## src/rtl/if_fetch_stage.sv

```systemverilog
// Instruction-fetch stage: owns the PC, drives instruction memory and loads the
// IF/ID register, squashing the wrong-path fetch on a branch or jump redirect.
module if_fetch_stage #(
    parameter logic [31:0] RESET_PC = 32'h0000_0000,
    parameter logic [31:0] NOP_INST = 32'h0000_0000
) (
    input  logic        clk,
    input  logic        reset,
    input  logic        stall,
    input  logic        PCSrc,
    input  logic [31:0] JmpAddr,
    input  logic        BrTaken,
    input  logic [31:0] BrTarget,
    output logic        imem_req,
    output logic [31:0] imem_addr,
    input  logic [31:0] imem_data,
    input  logic        imem_ready,
    output logic [31:0] PC,
    output logic [31:0] IF_ID_Inst,
    output logic [31:0] IF_ID_PCPlus4,
    output logic        IF_ID_Valid
);

    localparam logic [0:0] IDLE  = 1'b0;
    localparam logic [0:0] FETCH = 1'b1;

    logic [0:0]  state;
    logic [31:0] pc_plus4;
    logic [31:0] pc_nxt;
    logic [31:0] inst_nxt;
    logic [31:0] pcplus4_nxt;
    logic        valid_nxt;

    assign pc_plus4  = PC + 32'd4;
    assign imem_req  = (state == FETCH);
    assign imem_addr = PC;

    // Redirect priority: the EX branch is older than anything in ID, so it beats stall.
    always_comb begin
        // NOTE: every next-value gets a hold default first so no latch is inferred.
        pc_nxt      = PC;
        inst_nxt    = IF_ID_Inst;
        pcplus4_nxt = IF_ID_PCPlus4;
        valid_nxt   = IF_ID_Valid;
        if (state == FETCH) begin
            if (BrTaken) begin
                pc_nxt      = BrTarget;
                inst_nxt    = NOP_INST;
                pcplus4_nxt = 32'd0;
                valid_nxt   = 1'b0;
            end else if (stall) begin
                pc_nxt = PC;
            end else if (PCSrc) begin
                pc_nxt      = JmpAddr;
                inst_nxt    = NOP_INST;
                pcplus4_nxt = 32'd0;
                valid_nxt   = 1'b0;
            end else if (imem_ready) begin
                pc_nxt      = pc_plus4;
                inst_nxt    = imem_data;
                pcplus4_nxt = pc_plus4;
                valid_nxt   = 1'b1;
            end else begin
                // Memory not ready: insert a bubble so ID never re-executes a stale word.
                inst_nxt    = NOP_INST;
                pcplus4_nxt = 32'd0;
                valid_nxt   = 1'b0;
            end
        end
    end

    always_ff @(posedge clk) begin
        // NOTE: non-blocking assignments so every register samples pre-edge values.
        if (reset) begin
            state         <= IDLE;
            PC            <= RESET_PC;
            IF_ID_Inst    <= NOP_INST;
            IF_ID_PCPlus4 <= 32'd0;
            IF_ID_Valid   <= 1'b0;
        end else begin
            state         <= FETCH;
            PC            <= pc_nxt;
            IF_ID_Inst    <= inst_nxt;
            IF_ID_PCPlus4 <= pcplus4_nxt;
            IF_ID_Valid   <= valid_nxt;
        end
    end

endmodule

```

## config.mk

```make
export PLATFORM = sky130hd
export DESIGN_NAME = if_fetch_stage
export DESIGN_NICKNAME = d
export VERILOG_FILES = /design/src/rtl/if_fetch_stage.sv
export SDC_FILE = /design/constraint.sdc
export NUM_CORES = 1
export LEC_CHECK = 0
export ABC_AREA = 1
export BUFFER_PORTS_ARGS = -buffer_cell sky130_fd_sc_hd__buf_4
export CORE_ASPECT_RATIO = 0.5
export CORE_MARGIN = 2
export CORE_UTILIZATION = 45
export CTS_CLUSTER_SIZE = 8
export DETAILED_ROUTE_END_ITERATION = 16
export PLACE_DENSITY = 0.78
export SKIP_LAST_GASP = 1
export SYNTH_ARGS = -nofsm -noshare
export SYNTH_HDL_FRONTEND = slang
export SYNTH_SLANG_ARGS = --single-unit
```

## constraint.sdc

```tcl
create_clock -name clk -period 2.6 [get_ports clk]
set_input_delay 0.39 -clock clk [delete_from_list [all_inputs] [get_ports clk]]
set_output_delay 0.39 -clock clk [all_outputs]
set_load 0.05 [all_outputs]
```

==> key figures, run 1 <==
Outcome
  – Status: complete, no violations

Timing
  – Minimum clock period: ~2100 ps
  – Period utilization: 0.795
  – Worst slew pin tran: 840 ps
  – Slew headroom: 0.439
  – Setup skew after layout: 10.2 ps
  – # setup viols final: 0
  – Unrepaired setup endpoints after global routing: false
  – Max frequency: a little under 0.5 GHz
  – Fin. Hold Viols: 0
  – Max Slew Vio Count: 0
  – TNS Setup: 0 ps

Clock network
  – Max clock buf depth: 2
  – Clk sinks: 98
  – TritonCTS clock tree: built
  – Number of post-CTS setup repair buffers: 0
  – Post-CTS sizing: 0
  – Reg clk slew, reported paths: 70 ps
  – CTS Hold Buffers Added: 0
  – Clk root buf: clkbuf_16
  – H-tree lvl count: 3
  – TritonCTS Buffers: 9
  – Clock Latency Late Sink: 350 ps

Synthesis
  – FF+latch count, synth: 98
  – Syn Area/Cell: a little over 7 um2
  – Unique masters post-synth: 32
  – Area share of the largest cell type after synthesis: 0.396
  – Synth cell count leaders: 232 x nand2_1, 98 x dfxtp_1, 91 x a21oi_1
  – Top cells by area, synth: dfxtp_1 40%, nand2_1 18%, a21oi_1 9.2%, buf_4 5.0%, a221oi_1 4.1%
  – Netlist Area Pre-Place: 4950 um2
  – Synth Instances: 687
  – Syn. warnings: 0
  – FFs w/ async S/R, synth: 0
  – Most numerous cell in the Yosys netlist: nand2_1
  – Sequential share of the synthesized area: 0.396
  – Top_reg_cell synth: dfxtp_1
  – EDFF count, synth: 0
  – Synth area leader: dfxtp_1
  – Syn_nets: 790

Route
  – Via count: 5242
  – DRC: 0
  – First-pass DRT Iterations: 5
  – Via density: 5.17
  – Drt initial violations: 297
  – Routed len/inst: 14.8 um
  – Final ANT Viol Nets: 0
  – Final WL: 15100 um

Worst setup path
  – R2R Setup Slk: 690 ps
  – Levels on crit path: 7
  – Worst-path fanout max: 36
  – Startpoint types: primary input
  – CP required: 2820 ps
  – FF-to-FF path depth: 8
  – Worst path slowest cell: o21ai_4
  – Worst Path Arrival: 2290 ps
  – Crit path buf inv count: 3
  – CP Capture Type: flip-flop
  – Most used cell, CP: inv_2
  – Critical-path cell list: buf_4, nor2_4, inv_2, o21ai_4, inv_2, o21ai_0, a21oi_1
  – Delay-heaviest family, CP: compound AO/OA/AOI/OAI gates
  – Worst R2R Start: PC[2]$_SDFFE_PP0P_
  – Critical path class: primary input to flip-flop
  – Max incr delay on CP: 580 ps
  – Reg2Reg Capture Point: PC[16]$_SDFFE_PP0P_

Global route
  – Antenna violations before repair: 0
  – First-pass GRT wire length: roughly 24000 um
  – Gr ovfl total: 0
  – GRT Util Overall: 0.248
  – Vias in the first global route: just under 5000
  – Largest net degree at the start of global routing: 66

Floorplan
  – Row count: 27
  – Core ar.: 10800 um2
  – I/O pin count: 232
  – Die W: approximately 150 um
  – Chip Height: 78.2 um
  – Initial Utilization: 0.457
  – Die area: about 12000 um2

Power
  – Pwr Density: 588 nW/um2
  – Lkg Pwr: 2.95 nW
  – Peak supply drop: 0.325 mV

Worst hold path
  – Worst Hold Class: primary input to flip-flop
  – Hold_sp: imem_data[1]
  – Worst Hold Depth: 3
  – Hold endpoint: IF_ID_Inst[1]$_SDFFE_PP0P_

Placement
  – # port buffers: approximately 230
  – Placer Congestion: 0.877
  – Hpwl dp: around 11000 um
  – Placed cell count: 998

Layout
  – Diodes inserted: 0
  – Post-layout nets: 967
  – Layout area overhead: 37.6%
  – Layout cells sized above 1: 0.320
  – Non-filler cells, final: between 1000 and 1500

Run
  – Max-Cap Viols: 0
[cell families after synthesis]
family,Yosys count,synth area share
DFF,98,0.396
adders and majority gates,1,0.00252
xor gates and xnor gates,15,0.0311
and+or+nand+nor,317,0.272
buffers and inverters,98,0.112
AOI/OAI and AO/OA,158,0.186
[registers in the layout (all words and copies together), names as in the netlist]
signal,flops
IF_ID_Inst,32
IF_ID_PCPlus4,32
IF_ID_Valid,1
PC,32
imem_req,1
[tightest hold or removal path: stages]
cell and delay (ps):
buf_4 110, nand2_1 50, a21oi_1 50
[cell usage in the layout, fill, tap and decap left out, types with 7 or more instances in the layout]
| master | synthesis | final |
|---|---|---|
| nor2_1 | 40 | 40 |
| nand2_1 | 232 | 231 |
| a21oi_1 | 91 | 91 |
| o21ai_0 | 26 | 26 |
| nand2_2 | 6 | 7 |
| dfxtp_1 | 98 | 98 |
| a221oi_1 | 23 | 23 |
| clkbuf_16 | 0 | 9 |
| nand3_1 | 15 | 15 |
| buf_4 | 33 | 236 |
| inv_1 | 23 | 23 |
[power breakdown]
group          total (mW)  internal (mW)  switching (mW)
combinational       0.846          0.287           0.559
sequential           1.63           1.55          0.0818
clock                1.53          0.944           0.585
[metrics by stage]
stage               hold WS, ps  setup slack, ps  cell area, um2  power [mW]  utilization
floorplan                   533              692            4950        2.24            -
global placement            453              314            6480        2.50        0.597
detailed placement          455              227            6480        2.51        0.597
CTS                         287              607            6820        4.03        0.629
global route                287              374            6820        4.15        0.629
finish                      295              533            6820        4.01        0.629
[per-layer routing]
metal | GRT usage | vias up | share of wire | wire (um)
li1 | - | 2587 | - | -
met2 | 0.423 | 206 | 0.48 | 7180
met4 | 0.0701 | 0 | 0.015 | 226
met1 | 0.321 | 2427 | 0.44 | 6560
met3 | 0.0536 | 22 | 0.072 | 1090
met5 | 0 | - | 0 | 0
[cell type report]
| class | count | area [um2] |
|---|---|---|
| clock buffer | 10 | 229 |
| clock inverter | 6 | 113 |
| tap | 145 | 181 |
| inverter | 27 | 101 |
| fill | 1011 | 4030 |
| multi-input combinational | 491 | 2440 |
| sequential | 98 | 1960 |
| timing repair buffer | 237 | 1790 |
[how the worst max path moves through the flow]
stage | from | endpoint | slack (ps)
floorplan | PC[2]$_SDFFE_PP0P_ | PC[20]$_SDFFE_PP0P_ | 690
global placement | BrTaken | PC[5]$_SDFFE_PP0P_ | 310
detailed placement | BrTaken | PC[31]$_SDFFE_PP0P_ | 230
CTS | BrTaken | PC[31]$_SDFFE_PP0P_ | 610
global route | BrTaken | PC[13]$_SDFFE_PP0P_ | 370
finish | BrTaken | PC[13]$_SDFFE_PP0P_ | 530
Note: power is estimated with default switching activity, not from simulation.
==> run 2: changes to the inputs <==
Settings changed: ABC_AREA 1 to 0.
Clock period 2.6 ns to 2 ns, I/O delays scaled along.
==> run 2 against run 1 <==
Compared with the run above:
- sequential share of layout area is 0.65 points lower
- clock skew down 2.9 ps
- cell area increased by 3.4%
- power is 24% higher
- largest cell class unchanged
- largest power group unchanged
==> key figures, run 2 <==
Outcome
  – Status: complete, no violations

Synthesis
  – Mux cell area share after synthesis: 0.00610 (+0.00610)
  – Most numerous cell in the Yosys netlist: dfxtp_1
  – Syn Area/Cell: 8.30 um2 (+15%)
  – EDFF count, synth: 0 (unchanged)
  – Synth area leader: dfxtp_1
  – Complex-gate fraction of the synthesized area: 0.252 (+0.0662)
  – Synth cell count leaders: 98 x dfxtp_1, 66 x nor2_1, 49 x nand2_1
  – Netlist Area Pre-Place: 4920 um2 (-0.71%)
  – Top_reg_cell synth: dfxtp_1
  – Unique masters post-synth: 59 (+84%)
  – Sequential share of the synthesized area: 0.399 (+0.00282)
  – Simple-Gate Fraction of Synth Area: 0.199 (-0.0731)
  – XOR/XNOR Fraction of Synth Area: 0.0445 (+0.0134)
  – FFs w/ async S/R, synth: 0 (unchanged)
  – Syn_nets: 696 (-12%)
  – Post-synthesis adder-cell area fraction: 0.00254 (+0.0000180)
  – Area share of the largest cell type after synthesis: 0.399 (+0.00282)
  – Syn. warnings: 0 (unchanged)
  – Largest family of logic cells by synthesized area: compound AO/OA/AOI/OAI gates
  – Synth Instances: 593 (-14%)
  – FF+latch count, synth: 98 (unchanged)
  – Top cells by area, synth: dfxtp_1 40%, a22oi_1 6.6%, buf_4 5.0%, nor2_1 5.0%, o21ai_0 4.3%

Timing
  – Worst slew pin tran: 625 ps (-215 ps)
  – Setup skew after layout: 7.33 ps (-2.92 ps)
  – Max frequency: 0.520 GHz
  – WHS: 174 ps (-121 ps)
  – Fin. Hold Viols: 0 (unchanged)
  – Period utilization: 0.961
  – Unrepaired setup endpoints after global routing: true
  – # setup viols final: 0 (unchanged)
  – Setup slack after layout: 77.5 ps (-455 ps)
  – Slew headroom: 0.583 (+0.143)
  – Max Slew Vio Count: 0 (unchanged)
  – Minimum clock period: 1920 ps

Floorplan
  – Row count: 26 (-3.7%)
  – Die area: 11800 um2 (-0.68%)
  – Core ar.: 10400 um2 (-4.0%)
  – I/O pin count: 232 (unchanged)
  – Initial Utilization: 0.473 (+0.0157)
  – Die W: 152 um (-0.34%)
  – Chip Height: 77.9 um (-0.34%)

Power
  – Peak supply drop: 0.440 mV (+35%)
  – Lkg Pwr: 3.04 nW (+3.3%)
  – Pwr Density: 702 nW/um2 (+19%)
  – Pint: 3.31 mW (+19%)
  – Sw Share: 0.333 (+0.0269)
  – P_sw: 1.65 mW (+34%)
  – Seq pwr share: 0.425 (+0.017)
  – Gate power share: 0.217 (+0.006)
  – Clock share of power: 0.358 (-0.023)

Global route
  – Antenna violations before repair: 0 (unchanged)
  – GRT Util Overall: 0.278 (+0.0298)
  – Gr ovfl total: 0 (unchanged)
  – Largest net degree at the start of global routing: 45 (-32%)
  – First-pass GRT wire length: 26600 um (+9.2%)
  – Vias in the first global route: 5076 (+3.8%)

Route
  – Metal-1 WL: 6810 um (+3.9%)
  – Final ANT Viol Nets: 0 (unchanged)
  – DR WL met3: 1850 um (+71%)
  – Via count: 5454 (+4.0%)
  – DRC: 0 (unchanged)
  – Via density: 5.81 (+12%)
  – Routed len/inst: 18.3 um (+24%)
  – Drt initial violations: 631 (+110%)
  – Wire length on met2: 8000 um (+11%)
  – DR top layer: met4
  – Final WL: 17200 um (+14%)
  – First-pass DRT Iterations: 7 (+2)

Worst setup path
  – Worst Path Arrival: 2160 ps (-130 ps)
  – Worst-path fanout max: 8 (-78%)
  – Critical path class: flip-flop to flip-flop
  – Worst R2R Start: PC[8]$_SDFFE_PP0P_
  – CP Capture Type: flip-flop
  – CP required: 2240 ps (-580 ps)
  – Startpoint types: flip-flop
  – Setup crit start: PC[8]$_SDFFE_PP0P_

Worst hold path
  – Worst Hold Class: primary input to flip-flop
  – Hold_sp: imem_data[28]

Layout
  – Fillers: 876 (-13%)
  – Most common cell after layout, fill and taps aside: buf_4
  – Non-filler cells, final: 938 (-7.5%)
  – Most frequent cells in the layout: 266 x buf_4, 81 x dfxtp_1, 66 x nor2_1
  – Diodes inserted: 0 (unchanged)
  – Seq. cell area: 1980 um2 (+1.1%)
  – Layout cells sized above 1: 0.395 (+0.0748)
  – Multi-input gate area: 2500 um2 (+2.6%)
  – Layout area overhead: 43.4%
  – Post-layout nets: 896 (-7.3%)
  – Regs by FF count: IF_ID_Inst x32, IF_ID_PCPlus4 x32, PC x32

Clock network
  – TritonCTS Buffers: 9 (unchanged)
  – H-tree lvl count: 3 (unchanged)
  – Reg clk slew, reported paths: 80 ps (about the same)
  – Max clock buf depth: 2 (unchanged)
  – TritonCTS clock tree: built
  – Clock Latency Late Sink: 350 ps (about the same)
  – Clk sinks: 98 (unchanged)
  – Clk root buf: clkbuf_16

Placement
  – # port buffers: 231 (unchanged)
  – Placer Congestion: 0.948 (+8.1%)
  – Placement Setup Slack: 53.8 ps (-174 ps)
  – Placed cell count: 920 (-7.8%)
  – Hpwl dp: 12600 um (+16%)

Run
  – Max-Cap Viols: 0 (unchanged)
-- run 2: cell types whose count changed after synthesis, sizes merged, moves of 13 or more --
cell	previous run	this run
a221oi	23	4
nand4	3	16
nand2	239	49
inv	27	11
nor2	50	67
a22oi	4	43
a21oi	91	27
xnor2	6	19
clkbuf	18	32
-- run 2: area by class of cell --
| type | count | share of cell area |
|---|---|---|
| clock buffer | 9 | 0.0319 |
| clock inverter | 7 | 0.0122 |
| inverter | 11 | 0.00585 |
| multi-input combinational | 405 | 0.355 |
| sequential | 98 | 0.281 |
| tap | 140 | 0.0248 |
| timing repair buffer | 268 | 0.289 |
-- run 2: kinds of logic (layout without fill, tap and decap cells) --
family | Yosys count | count (layout)
compound gates | 180 | 180
mux | 3 | 3
fa+ha+maj | 1 | 1
buf+inv | 90 | 295
simple gates | 196 | 196
flops | 98 | 98
xor+xnor | 25 | 25
-- run 2: timing repair --
item	in CTS	in global routing
pin swaps	0	1
buffers inserted	0	2
hold buffers	0	0
gates resized for setup	1	1
endpoints found under the setup margin	1	3
-- run 2: worst max-delay path, stage by stage, from the launching register on --
cell	delay (ps)
dfxtp_2	410
nand3_1	310
nor4_4	400
and3_1	250
a221oi_1	120
o31ai_1	310
-- run 2: path summary, 6_finish.rpt --
path	slack, ps	to	depth (start not counted)
worst min register to register	460	IF_ID_PCPlus4[27]$_SDFFE_PP0P_	2
worst min-delay path	170	IF_ID_Inst[28]$_SDFFE_PP0P_	3
worst max register to register	80	PC[17]$_SDFFE_PP0P_	5
worst max-delay path	80	PC[17]$_SDFFE_PP0P_	5
-- run 2: through the flow --
step | cell area, um2 | power [mW] | utilization | TNS [ps]
final | 7050 | 4.95 | 0.678 | 0
after floorplan | 4940 | 2.82 | - | 0
after CTS | 7030 | 4.96 | 0.676 | 0
after global placement | 6720 | 3.20 | 0.645 | 0
after detailed placement | 6720 | 3.21 | 0.645 | 0
after global routing | 7050 | 5.09 | 0.678 | -31.3
-- run 2: metal layers --
metal,global-route usage,vias to the layer above
met5,0,-
met2,0.460,349
met1,0.355,2502
li1,-,2551
met3,0.0676,52
met4,0.102,0
-- run 2: power groups by stage --
| stage | clock (mW) | sequential [mW] | combinational, mW |
|---|---|---|---|
| 3_5_place_dp | 0 | 2.15 | 1.06 |
| 4_1_cts | 1.79 | 2.10 | 1.07 |
| 6_report | 1.77 | 2.11 | 1.08 |
| 3_3_place_gp | 0 | 2.14 | 1.05 |
| 5_1_grt | 1.85 | 2.12 | 1.12 |
| 2_1_floorplan | 0 | 2.31 | 0.509 |
